### src/rtl/crc_engine.sv
// Parametrised serial CRC engine with framing, saturating bit counter and registered verdict.
// Define CRC_SERIALOUT_EN to build the serial emitter that shifts ~crc out MSB-first.
module crc_engine #(
    parameter int              WIDTH   = 16,
    parameter logic [WIDTH-1:0] POLY    = 16'h1021,
    parameter logic [WIDTH-1:0] PRESET  = 16'hFFFF,
    parameter logic [WIDTH-1:0] RESIDUE = 16'h1D0F,
    parameter int              CNTW    = 12
) (
    input  logic             crcinclk,
    input  logic             reset,
    input  logic             start,
    input  logic             bitvalid,
    input  logic             crcbitin,
    input  logic             done,
    input  logic             shiftout,
    output logic [WIDTH-1:0] crc,
    output logic [CNTW-1:0]  bitcount,
    output logic             checkvalid,
    output logic             crcok,
    output logic             crcbitout,
    output logic             outvalid,
    output logic             busy
);

    typedef enum logic [1:0] {
        IDLE  = 2'd0,
        ACCUM = 2'd1
`ifdef CRC_SERIALOUT_EN
        ,
        SHIFT = 2'd2
`endif
    } state_t;

    localparam logic [CNTW-1:0] MIN_BITS = CNTW'(WIDTH);

    state_t           state_reg;
    logic [WIDTH-1:0] crc_reg;
    logic [CNTW-1:0]  bitcount_reg;
    logic             checkvalid_reg;
    logic             crcok_reg;

    logic             fb;
    logic [WIDTH-1:0] crc_step;
    logic [WIDTH-1:0] crc_next;
    logic [CNTW-1:0]  bitcount_next;

    // One LFSR step; crc_next/bitcount_next already include the same-cycle bit.
    assign fb            = crcbitin ^ crc_reg[WIDTH-1];
    assign crc_step      = {crc_reg[WIDTH-2:0], 1'b0} ^ (fb ? POLY : '0);
    assign crc_next      = bitvalid ? crc_step : crc_reg;
    assign bitcount_next = (bitvalid && (bitcount_reg != '1)) ? bitcount_reg + 1'b1 : bitcount_reg;

`ifdef CRC_SERIALOUT_EN
    localparam int              SHCNT_W    = $clog2(WIDTH);
    localparam logic [SHCNT_W-1:0] SHCNT_LAST = SHCNT_W'(WIDTH - 1);

    logic [WIDTH-1:0]   shreg_reg;
    logic [SHCNT_W-1:0] shcnt_reg;
    logic               outvalid_reg;
`endif

    always_ff @(posedge crcinclk or posedge reset) begin
        if (reset) begin
            state_reg      <= IDLE;
            crc_reg        <= PRESET;
            bitcount_reg   <= '0;
            checkvalid_reg <= 1'b0;
            crcok_reg      <= 1'b0;
`ifdef CRC_SERIALOUT_EN
            shreg_reg      <= '0;
            shcnt_reg      <= '0;
            outvalid_reg   <= 1'b0;
`endif
        end else begin
            checkvalid_reg <= 1'b0;
            if (start) begin
                state_reg    <= ACCUM;
                crc_reg      <= PRESET;
                bitcount_reg <= '0;
                crcok_reg    <= 1'b0;
`ifdef CRC_SERIALOUT_EN
                shreg_reg    <= '0;
                shcnt_reg    <= '0;
                outvalid_reg <= 1'b0;
`endif
            end else begin
                case (state_reg)
                    ACCUM: begin
                        crc_reg      <= crc_next;
                        bitcount_reg <= bitcount_next;
                        // done outranks shiftout; runt frames never pass
                        if (done) begin
                            crcok_reg      <= (crc_next == RESIDUE) && (bitcount_next >= MIN_BITS);
                            checkvalid_reg <= 1'b1;
                            state_reg      <= IDLE;
                        end
`ifdef CRC_SERIALOUT_EN
                        else if (shiftout) begin
                            shreg_reg    <= ~crc_next;
                            shcnt_reg    <= '0;
                            outvalid_reg <= 1'b1;
                            state_reg    <= SHIFT;
                        end
`endif
                    end
`ifdef CRC_SERIALOUT_EN
                    SHIFT: begin
                        shreg_reg <= {shreg_reg[WIDTH-2:0], 1'b0};
                        shcnt_reg <= shcnt_reg + 1'b1;
                        if (shcnt_reg == SHCNT_LAST) begin
                            outvalid_reg <= 1'b0;
                            state_reg    <= IDLE;
                        end
                    end
`endif
                    default: begin
                        state_reg <= IDLE;
                    end
                endcase
            end
        end
    end

    assign crc        = crc_reg;
    assign bitcount   = bitcount_reg;
    assign checkvalid = checkvalid_reg;
    assign crcok      = crcok_reg;
    assign busy       = (state_reg != IDLE);

`ifdef CRC_SERIALOUT_EN
    assign outvalid  = outvalid_reg;
    assign crcbitout = outvalid_reg & shreg_reg[WIDTH-1];
`else
    logic unused_shiftout;
    assign unused_shiftout = shiftout;
    assign outvalid  = 1'b0;
    assign crcbitout = 1'b0;
`endif

endmodule

### config.mk
export PLATFORM = sky130hd
export DESIGN_NAME = crc_engine
export DESIGN_NICKNAME = d
export VERILOG_FILES = /design/src/rtl/crc_engine.sv
export SDC_FILE = /design/constraint.sdc
export NUM_CORES = 1
export LEC_CHECK = 0
export ABC_AREA = 1
export BUFFER_PORTS_ARGS = -buffer_cell sky130_fd_sc_hd__buf_2
export CAP_MARGIN = 20
export CORE_MARGIN = 4
export CORE_UTILIZATION = 40
export CTS_CLUSTER_DIAMETER = 30
export DETAILED_ROUTE_END_ITERATION = 10
export PLACE_DENSITY = 0.64
export SLEW_MARGIN = 15
export SYNTH_ARGS = -nofsm -noshare
export SYNTH_HDL_FRONTEND = slang
export SYNTH_SLANG_ARGS = --single-unit
### constraint.sdc
create_clock -name crcinclk -period 4.05 [get_ports crcinclk]
set_clock_uncertainty 0.15 [all_clocks]
set_input_delay 0.81 -clock crcinclk [delete_from_list [all_inputs] [get_ports crcinclk]]
set_output_delay 0.81 -clock crcinclk [all_outputs]
set_load 0.005 [all_outputs]
# == Word-level counts from Yosys, hierarchy flattened ==
# Index checks and enable logic that the tools add are counted.
# totals
ff_bits,32
in_bits,7
word_cells,35
# op_classes
n_addsub,1
magnitude_cmp,1
eq_ne,4
muxes,16
bitwise_logic,2
reduce_logical,6
# op_table
cell,n
$mux 16,3
$mux 12,3
$eq 16x13->1 const B,1
$xor 16x13->16,1
$mux 13,1
$add 12x1->12 const B,1
$ge 12x5->1 const B,1
$ne 12x12->1 const B,1
$mux 1,6
$mux 2,3
$reduce_bool 2->1,3
$ne 3x3->1 const B,1
$eq 2x1->1 const B,1
$logic_and 1x1->1,2
$reduce_and 2->1,1
$xor 1x1->1,1

# == Logic depth before layout (Yosys ltp) ==
# Gate-level depths: netlist of the first run.
# logic_depth
ltp_word,9
ltp_mapped,13

# == Least setup slack after synthesis of the first run ==
# Ideal clock, no wire load.
# synth_timing
path_type,input port to flip-flop
startpoint,in bitvalid
endpoint,"reg crcok_reg, in the netlist crcok"
setup_ps,65
arrival_time_ps,1666
required_ps,3835
setup_slack_ps,2168
cell_stages,9
n_path_buf,2
path_cell_list,buf_6 buf_6 o21ai_0 nand3_1 nor2_1 nand3_1 nor2_1 nand2_1 nand2_1
# synth_via
elab_chain_cells,7
elab_cells_between_ends,9
classes_between,order compare (1); eq/ne (1); mux (5); reduce/logical (2)
# synth_rtl
item,line_no,rtl
from (decl),13,"input logic bitvalid,"
$logic_and 1x1->1,52,assign bitcount_next = (bitvalid && (bitcount_reg != '1)) ? bitcount_reg + 1'b1 : bitcount_reg;
$mux 12,52,
$ge 12x5->1,94,crcok_reg <= (crc_next == RESIDUE) && (bitcount_next >= MIN_BITS);
$logic_and 1x1->1 *,94,
$mux 1 *,93,if (done) begin
$mux 1 *,88,case (state_reg)
$mux 1 *,77,if (start) begin
to (signal assigned),94,
to (decl),41,logic crcok_reg;
# Mark *: on every way between the ends. The rest lies on a longest branch, timed or not. The select of a mux whose other input is x is not followed.
# A chain may end at the register's enable or synchronous reset.

# == Worst setup path in the final report of the first run ==
# Ends and elaborated chain as after synthesis.

==> impl_metrics.json, run 1 <==
{
  "outcome": "complete, no violations",
  "io_buffers": 36,
  "drive_above_1_share": 0.278,
  "setup_violations": 0,
  "setup_tns_ns": 0,
  "hold_ws_ns": 0.343,
  "fillCellCount": 461,
  "place_area_sq_um": 2120,
  "critPathCapture": "crcok$_DFFE_PP0P_",
  "grt-ovfl-total": 0,
  "wl_um": 4520,
  "synth_xor_area_frac": 0.00915,
  "routedWlPerCell_um": 13.0,
  "synth_area_per_cell_sq_um": 7.45,
  "numCtsBuffers": 5,
  "hold_buffers": 0,
  "layout.area.seq_sq_um": 796,
  "largest_reg_flops": 16,
  "synthMuxAreaShare": 0,
  "r2r_start": "bitcount[1]$_DFFE_PP0N_",
  "slew_headroom": 0.347,
  "drt-vias-per-instance": 5.08,
  "dieArea_sq_um": 5960,
  "max_clock_freq_mhz": 466,
  "syn_to_final_growth_pct": 17.7,
  "synth-simple-area-share": 0.315,
  "hold_path.class": "register to register",
  "drc_errors": 0,
  "io_pins": 40,
  "first_pass_iters": 4,
  "dpl.hpwl_um": 3270,
  "start_kind": "primary input",
  "synth-seq-cells": 31,
  "gp_congestion": 0.783,
  "post-route-util": 0.500,
  "worstMarginPinSlew_ns": 0.979,
  "multi_input_area_sq_um": 912,
  "grt_max_degree": 39,
  "grt_pass1_wl_um": 8010,
  "initial_core_util": 0.425,
  "die_h_um": 77.2,
  "cts-resized-gates": 0,
  "drv_slew": 0,
  "required_ns": 4.12,
  "grt_antenna_before_repair": 0,
  "critPathArrivalTime_ns": 2.21,
  "grt_pass1_vias": 1721,
  "clk_pin_slew_ns": 0.08,
  "ys_seq_area_frac": 0.416,
  "core-area_sq_um": 4500,
  "h-tree-depth": 2,
  "synth_cells": 257,
  "fin_crit_ns": 2.14,
  "diodes": 0,
  "max_cap_viol_count": 0,
  "startpoint": "bitvalid",
  "synth_area_sq_um": 1910,
  "p_per_area_nw_per_um2": 351,
  "row_count": 24,
  "cts-root-buf": "clkbuf_8",
  "rrSetupSlack_ns": 2.10,
  "postRouteAntennaNets": 0,
  "hold_violations": 0,
  "fp.dieW_um": 77.2,
  "drt_iter0_drc": 102,
  "synth_compound_area_frac": 0.142,
  "worstSkewPairLatency_ns": 0.28,
  "fin_crit_sh": 0.530,
  "crit_fanout": 38,
  "synth_top_family_by_area": "simple AND/OR/NAND/NOR gates",
  "vias": 1764,
  "rsz0062_at_grt": "false",
  "clk_path_buf_depth": 2,
  "r2r_end": "crcok$_DFFE_PP0P_",
  "criticalPathCategory": "primary input to register",
  "nets": 302,
  "synthAdderAreaFrac": 0.00654,
  "endpoint_kind": "register",
  "yosys_warnings": 0,
  "irDropWorstVdd_v": 0.000218,
  "ys_types": 33,
  "cts_tree": "done",
  "r2r_cells": 12,
  "clkSinkCount": 31,
  "p_leak_nw": 1.13,
  "postLayoutCellArea_sq_um": 2250,
  "grt_use_total": 0.166,
  "post_cts_buffers": 0
}
## per-stage QoR
stage / instances / power, mW / setup WS (ns)
finish: 347 / 0.791 / 1.91
global placement: 339 / 0.450 / 1.60
CTS: 347 / 0.801 / 1.90
global route: 347 / 0.834 / 1.68
floorplan: 258 / 0.417 / 2.17
detailed placement: 339 / 0.452 / 1.60
## worst max-delay path, stage by stage
cell and delay [ns]:
buf_2 0.52, o21ai_0 0.23, nor2_1 0.14, nand4_1 0.11, nor2_1 0.12, nand3_1 0.07, nor2_1 0.09, nand2_1 0.06
nand2_1 0.05
## logic make-up after synthesis
logic type | after synthesis
XOR/XNOR | 2
adder cells (fa/ha/maj) | 1
AND/OR/NAND/NOR | 125
AO/OA/AOI/OAI | 49
buffers and inverters | 48
other | 1
flip-flops | 31
## Yosys cell counts (all sizes together)
| cell | n | area share |
|---|---|---|
| dfrtp | 15 | 0.20 |
| o21ai | 23 | 0.060 |
| ha | 1 | 0.0065 |
| nor3 | 4 | 0.010 |
| a22oi | 4 | 0.016 |
| nand3 | 14 | 0.046 |
| nand2 | 68 | 0.15 |
| dfstp | 16 | 0.22 |
| nor3b | 2 | 0.0078 |
| o211ai | 1 | 0.0039 |
| buf | 6 | 0.025 |
| or2 | 1 | 0.0033 |
| inv | 38 | 0.077 |
| nand4 | 7 | 0.023 |
| o22ai | 6 | 0.020 |
| a211oi | 1 | 0.0039 |
| o22a | 1 | 0.0046 |
| a21oi | 13 | 0.034 |
| xor2 | 2 | 0.0092 |
| conb | 1 | 0.0020 |
| nor2 | 29 | 0.070 |
| clkbuf | 4 | 0.0078 |
## per-layer routing
layer / up-vias / wire length (um) / share of wire / track usage
met2: 35 / 2240 / 0.49 / 0.273
li1: 896 / - / - / -
met1: 828 / 2070 / 0.46 / 0.213
met3: 5 / 167 / 0.037 / 0.0398
met4: 0 / 49 / 0.011 / 0.0534
met5: - / 0 / 0 / 0
## power breakdown
| part | leakage [nW] | switching [mW] | internal, mW |
|---|---|---|---|
| clock network | 0.0669 | 0.125 | 0.221 |
| logic | 0.689 | 0.0666 | 0.0349 |
| registers | 0.370 | 0.0135 | 0.330 |
## final cells by class
| class | instances | share of cell area |
|---|---|---|
| flip-flops and latches | 31 | 0.353 |
| inverters | 38 | 0.0655 |
| clock inverters | 2 | 0.0161 |
| repair buffers | 39 | 0.0899 |
| clock buffers | 6 | 0.0416 |
| multi-input cells | 179 | 0.405 |
| well taps | 52 | 0.0289 |
## worst min-delay path by stage
stage,start,to,slack [ns],cells after the start
6_report,crc[14]$_DFFE_PP1N_,crc[14]$_DFFE_PP1N_,0.34,2
2_1_floorplan,crc[1]$_DFFE_PP1N_,crc[1]$_DFFE_PP1N_,0.32,2
4_1_cts,crc[14]$_DFFE_PP1N_,crc[14]$_DFFE_PP1N_,0.35,2
5_1_grt,crc[14]$_DFFE_PP1N_,crc[14]$_DFFE_PP1N_,0.37,2
3_3_place_gp,crc[14]$_DFFE_PP1N_,crc[14]$_DFFE_PP1N_,0.33,2
3_5_place_dp,crc[14]$_DFFE_PP1N_,crc[14]$_DFFE_PP1N_,0.34,2
## layout by cell type (no fill, tap or decap), types with 6 or more instances in the layout
cell type  instances
nand2_1           59
o22ai_1            6
o21ai_0           17
nor2_1            23
inv_1             36
nand4_1            7
nand3_1           12
buf_2             36
a21oi_1           13
dfstp_2           16
nand2_2            7
o21ai_1            6
dfrtp_1           15
Note: power is estimated with default switching activity, not from simulation.
==> inputs of run 2 (changes only) <==
--- a/config.mk
+++ b/config.mk
@@ -5,14 +5,14 @@
 export SDC_FILE = /design/constraint.sdc
 export NUM_CORES = 1
 export LEC_CHECK = 0
-export ABC_AREA = 1
+export ABC_AREA = 0
 export BUFFER_PORTS_ARGS = -buffer_cell sky130_fd_sc_hd__buf_2
 export CAP_MARGIN = 20
 export CORE_MARGIN = 4
 export CORE_UTILIZATION = 40
 export CTS_CLUSTER_DIAMETER = 30
 export DETAILED_ROUTE_END_ITERATION = 10
-export PLACE_DENSITY = 0.64
+export PLACE_DENSITY = 0.67
 export SLEW_MARGIN = 15
 export SYNTH_ARGS = -nofsm -noshare
 export SYNTH_HDL_FRONTEND = slang
==> constraint.sdc (replaced) <==
create_clock -name crcinclk -period 1.8 [get_ports crcinclk]
set_clock_uncertainty 0.15 [all_clocks]
set_input_delay 0.36 -clock crcinclk [delete_from_list [all_inputs] [get_ports crcinclk]]
set_output_delay 0.36 -clock crcinclk [all_outputs]
set_load 0.005 [all_outputs]
==> run 2 against run 1 <==
Against the previous run:
- the flow now finishes with violations (hold timing)
- critical endpoint unchanged
- global-route usage rose by 1.8 points
- worst hold slack got worse by 0.35 ns
- area after synthesis fell by 6.7%
- core utilization rose by 6.4 points
- non-clock buffer count rose by 41
- combinational power rose to 2.7 times the previous value
- synthesized cell count fell by 31%
- setup slack got worse by 1.9 ns
- die area fell by 6.0%
- final area rose by 8.3%
- sequential share of layout area fell by 2.7 points
- count of clock-buffer cells in the layout fell by 1
==> impl_metrics.json, run 2 <==
{
  "diodes": 0,
  "ys_types": 49,
  "rsz0062_at_grt": "true",
  "hold_ws_ns": -0.00445,
  "die_h_um": 74.8,
  "drc_errors": 0,
  "grt_use_total": 0.184,
  "worstSkewPairLatency_ns": 0.29,
  "dpl.hpwl_um": 3420,
  "criticalPathCategory": "register to register",
  "grt_pass1_wl_um": 7820,
  "hold_path.class": "primary input to asynchronous set/reset pin",
  "crit_buf_inv": 0,
  "postRouteAntennaNets": 0,
  "slowest_delay_ns": 0.43,
  "cts-root-buf": "clkbuf_8",
  "violations": "hold timing",
  "fillCellCount": 427,
  "synth_area_per_cell_sq_um": 10.0,
  "synth_edf_count": 0,
  "setup_violations": 0,
  "layout_setup_ws_ns": 0.00302,
  "drt_iter0_drc": 105,
  "irDropWorstVdd_v": 0.000414,
  "clkSinkCount": 31,
  "final_common_cell": "buf_4",
  "grt_max_degree": 32,
  "required_ns": 1.82,
  "crit_family": "simple AND/OR/NAND/NOR gates",
  "hold_violations": 6,
  "nets": 259,
  "synth_cells": 178,
  "fin_crit_ns": 1.80,
  "grt-ovfl-total": 0,
  "ys_async_sr_fraction": 1.00,
  "largest_reg_flops": 16,
  "io_buffers": 36,
  "gp_congestion": 0.798,
  "multi_input_area_sq_um": 967,
  "io_pins": 40,
  "ys_seq_area_frac": 0.445,
  "initial_core_util": 0.413,
  "synth_area_sq_um": 1790,
  "grt_pass1_vias": 1650,
  "synth_flop_cell": "dfstp_2",
  "crit_slowest_cell": "dfrtp_1",
  "outcome": "finished with violations",
  "row_count": 24,
  "fp.dieW_um": 74.8,
  "power_mw": 1.61,
  "path_cells": "and3_4, nand3_2, or3_1, a221oi_2, a2bb2oi_2",
  "clk_pin_slew_ns": 0.07,
  "clk_path_buf_depth": 2,
  "hold_buffers": 0,
  "dp_slack_ns": -0.0874,
  "first_pass_iters": 4,
  "p_per_area_nw_per_um2": 659,
  "synth-seq-cells": 31,
  "syn_to_final_growth_pct": 36.6,
  "endpoint_kind": "register",
  "yosys.area.top_type": "dfstp_2",
  "p_leak_nw": 1.11,
  "drt-vias-per-instance": 5.56,
  "wl_um": 4820,
  "drive_above_1_share": 0.496,
  "grt_antenna_before_repair": 0,
  "crit_cells": 5,
  "synth_top_area_share": 0.235,
  "layout.area.seq_sq_um": 796,
  "synth_common_cells": "a211o_1 (16), dfstp_2 (16), nor2_1 (16)",
  "critPathArrivalTime_ns": 1.82,
  "cts_tree": "done",
  "dieArea_sq_um": 5600,
  "r2r_cells": 5,
  "routedWlPerCell_um": 15.8,
  "numCtsBuffers": 5,
  "vias": 1689,
  "max_clock_freq_mhz": 556,
  "start_kind": "register",
  "synthTopCellsByArea": "dfstp_2 (24%), dfrtp_1 (21%), a211o_1 (7.8%)",
  "final_cell_mix": "buf_4 (43), buf_2 (36), a211o_1 (16), nor2_1 (16), dfstp_2 (16)",
  "fin_crit_sh": 0.998,
  "h-tree-depth": 2,
  "yosys_warnings": 0,
  "max_cap_viol_count": 0,
  "core-area_sq_um": 4320,
  "crit_fanout": 4,
  "drv_slew": 0
}
run 2: changes by cell type in the layout (fill, tap and decap cells not counted), sizes merged, moves of 6 or more:
cell,previous run,this run
a21oi,13,2
xnor2,0,7
and3,0,14
o22ai,6,0
o21ai,23,1
nand3,14,2
a211o,0,16
inv,39,4
buf,39,80
nor2,29,16
nand2,68,11
run 2: worst paths after layout:
path | slack [ns] | end | from
min in group crcinclk | 0.11 | state_reg[0]$_DFFE_PP0P_ | done
max in group asynchronous | 1.18 | crc[7]$_DFFE_PP1N_ | reset
worst min register to register | 0.48 | crc[2]$_DFFE_PP1N_ | crc[2]$_DFFE_PP1N_
worst max-delay path | 0.003 | crcok$_DFFE_PP0P_ | bitcount[6]$_DFFE_PP0N_
worst min-delay path | -0.004 | bitcount[5]$_DFFE_PP0N_ | reset
worst max register to register | 0.003 | crcok$_DFFE_PP0P_ | bitcount[6]$_DFFE_PP0N_
run 2: area by class of cell:
type	count	share of cell area
sequential	31	0.326
clock inverter	3	0.00615
multi-input combinational	129	0.396
inverter	4	0.00615
timing repair buffer	80	0.211
clock buffer	5	0.0282
tap	52	0.0267
run 2: routing by layer:
metal / vias up / global-route usage / wire (um)
li1: 807 / - / -
met1: 821 / 0.244 / 2130
met2: 54 / 0.281 / 2300
met3: 7 / 0.0494 / 301
met4: 0 / 0.0771 / 83
met5: - / 0 / 0
run 2: per-stage QoR:
| step | util | cells | area [sq um] | hold WS (ns) | TNS, ns |
|---|---|---|---|---|---|
| floorplan | - | 179 | 1820 | 0.302 | -0.00876 |
| global placement | 0.528 | 293 | 2280 | 0.316 | -0.0859 |
| detailed placement | 0.528 | 293 | 2280 | 0.321 | -0.0932 |
| CTS | 0.552 | 301 | 2380 | 0.00781 | 0 |
| global route | 0.565 | 304 | 2440 | 0.0345 | -0.108 |
| finish | 0.565 | 304 | 2440 | -0.00445 | 0 |
run 2: logic make-up after synthesis:
group / share of synthesized area
AO/OA/AOI/OAI: 0.169
XOR/XNOR: 0.0728
adder cells (fa/ha/maj): 0.00700
buffers and inverters: 0.0504
flip-flops: 0.445
multiplexers: 0.00560
other: 0.00210
AND/OR/NAND/NOR: 0.247
run 2: power by group:
group	leakage (nW)	switching [mW]	internal, mW
registers	0.373	0.0366	0.753
clock network	0.0477	0.275	0.264
logic	0.693	0.138	0.141
total	1.11	0.449	1.16
run 2: what timing repair did:
action / in CTS / in global routing
gates resized for setup: 5 / 6
pin swaps: 3 / 8
setup buffers: 0 / 3
setup endpoints to repair: 3 / 6
run 2: worst min-delay path: stages:
cell	delay [ns]
buf_2	0.09
inv_1	0.04
buf_4	0.35
==> inputs of run 3 (changes only) <==
==> constraint.sdc (replaced) <==
create_clock -name crcinclk -period 1.8 [get_ports crcinclk]
set_clock_uncertainty 0.15 [all_clocks]
set_input_delay 0.18 -clock crcinclk [delete_from_list [all_inputs] [get_ports crcinclk]]
set_output_delay 0.18 -clock crcinclk [all_outputs]
set_load 0.005 [all_outputs]
==> run 3 against run 2 <==
Against the previous run:
- the flow finishes with violations (setup timing)
- non-clock buffer count is 4 lower
- clock power is 24% higher
- count of clock-buffer cells in the layout is 2 higher
- first-iteration DRC count is 21% lower
- power is 7.8% higher
- cell count is 1.3% lower
- via count is 2.7% lower
- critical endpoint unchanged
- sequential share of layout area is 0.46 points lower
- fmax is 0.30% lower
- sequential power is 0.5% higher
==> impl_metrics.json, run 3 (synthesis results as in run 2) <==
{
  "largest_reg_flops": 16,
  "p_per_area_nw_per_um2": 700,
  "place_area_sq_um": 2250,
  "postLayoutCellArea_sq_um": 2480,
  "violations": "setup timing",
  "dp.cells": 289,
  "crit_fanout": 4,
  "dpl.hpwl_um": 3190,
  "setup_violations": 1,
  "outcome": "finished with violations",
  "dp_slack_ns": -0.0452,
  "rrSetupSlack_ns": -0.002,
  "nets": 255,
  "max_cap_viol_count": 0,
  "irDropWorstVdd_v": 0.000357,
  "core-area_sq_um": 4320,
  "first_pass_iters": 4,
  "wl_um": 4700,
  "initial_core_util": 0.413,
  "postRouteAntennaNets": 0,
  "fin_crit_ns": 1.80,
  "fin_crit_sh": 1.00,
  "crit_slowest_cell": "dfrtp_1",
  "hold_violations": 0,
  "route.met2.wl_um": 2300,
  "io_buffers": 36,
  "wl_met1_um": 2190,
  "p_leak_nw": 1.10,
  "grt_max_degree": 32,
  "r2r_start": "bitcount[0]$_DFFE_PP0N_",
  "hold_path.class": "primary input to register",
  "fin_cells": 300,
  "final_common_cell": "buf_4",
  "post-route-util": 0.573,
  "syn_to_final_growth_pct": 38.6,
  "dieArea_sq_um": 5600,
  "grt_use_total": 0.172,
  "die_h_um": 74.8,
  "min_to": "crc[4]$_DFFE_PP1N_",
  "cts-root-buf": "clkbuf_8",
  "drc_errors": 0,
  "start_kind": "register",
  "critPathArrivalTime_ns": 1.82,
  "worstSkewPairLatency_ns": 0.29,
  "clkSinkCount": 31,
  "required_ns": 1.82,
  "setup_tns_ns": -0.00244,
  "criticalPathCategory": "register to register",
  "drt_iter0_drc": 83,
  "clk_path_buf_depth": 2,
  "h-tree-depth": 2,
  "fp.dieW_um": 74.8,
  "diodes": 0,
  "grt_pass1_wl_um": 7360,
  "r2r_cells": 5,
  "min_from": "bitvalid",
  "path_cells": "and4_4, nand3_2, or3_1, a221oi_2, a2bb2oi_1",
  "grt_antenna_before_repair": 0,
  "hold_path_depth": 3,
  "drv_slew": 0,
  "row_count": 24,
  "clk_pin_slew_ns": 0.07,
  "slowest_delay_ns": 0.42,
  "max_clock_freq_mhz": 555,
  "top_layer": "met4",
  "grt-ovfl-total": 0,
  "numCtsBuffers": 5,
  "drt-vias-per-instance": 5.48,
  "cts_tree": "done",
  "r2r_end": "crcok$_DFFE_PP0P_",
  "hold_ws_ns": 0.283,
  "grt_pass1_vias": 1625,
  "vias": 1643,
  "endpoint_kind": "register",
  "rsz0062_at_grt": "true",
  "final_cell_mix": "buf_4 (37), buf_2 (36), a211o_1 (16), nor2_1 (16), dfstp_2 (16)",
  "routedWlPerCell_um": 15.7,
  "layout_setup_ws_ns": -0.00244,
  "io_pins": 40,
  "wl_met3_um": 159,
  "drive_above_1_share": 0.484,
  "power_mw": 1.73,
  "gp_congestion": 0.827
}
==> run 3: critical path, delay by kind of cell, from the launching register on <==
family,cells,cell delay (ns)
flip-flops,1,0.42
AND/OR/NAND/NOR,3,0.78
AO/OA/AOI/OAI,2,0.33
==> run 3: power by group <==
group | total (mW) | leakage [nW] | switching (mW) | internal (mW)
Combinational | 0.270 | 0.672 | 0.135 | 0.135
Clock | 0.670 | 0.0594 | 0.278 | 0.392
Sequential | 0.794 | 0.373 | 0.0405 | 0.753
Total | 1.73 | 1.10 | 0.453 | 1.28
==> run 3: how the worst max path moves through the flow <==
stage	slack, ns	endpoint	start
after floorplan	-0.009	crcok$_DFFE_PP0P_	bitcount[9]$_DFFE_PP0N_
after global placement	-0.009	bitcount[3]$_DFFE_PP0N_	bitcount[0]$_DFFE_PP0N_
after detailed placement	-0.05	bitcount[6]$_DFFE_PP0N_	bitcount[0]$_DFFE_PP0N_
after CTS	0.009	crcok$_DFFE_PP0P_	crc[15]$_DFFE_PP1N_
after global routing	-0.07	crcok$_DFFE_PP0P_	bitcount[0]$_DFFE_PP0N_
final	-0.002	crcok$_DFFE_PP0P_	bitcount[0]$_DFFE_PP0N_
==> run 3: cell type report <==
class	instances	area, sq um
Fill cell	393	1850
Multi-Input combinational cell	129	1000
Sequential cell	31	796
Timing Repair Buffer	76	488
Clock buffer	7	108
Tap cell	52	65.1
Inverter	4	15.0
Clock inverter	1	5.00
==> run 3: layer usage <==
layer / track usage / vias to the layer above
met5: 0 / -
met1: 0.227 / 815
met4: 0.0534 / 0
li1: - / 794
met2: 0.278 / 29
met3: 0.0414 / 5
==> run 3: timing repair <==
| item | CTS | global route |
|---|---|---|
| hold buffers | 3 | 0 |
| pin swaps | 3 | 14 |
| setup buffers | 0 | 0 |
| endpoints found under the setup margin | 5 | 8 |
| endpoints found under the hold margin | 17 | 0 |
| gates resized for setup | 5 | 10 |
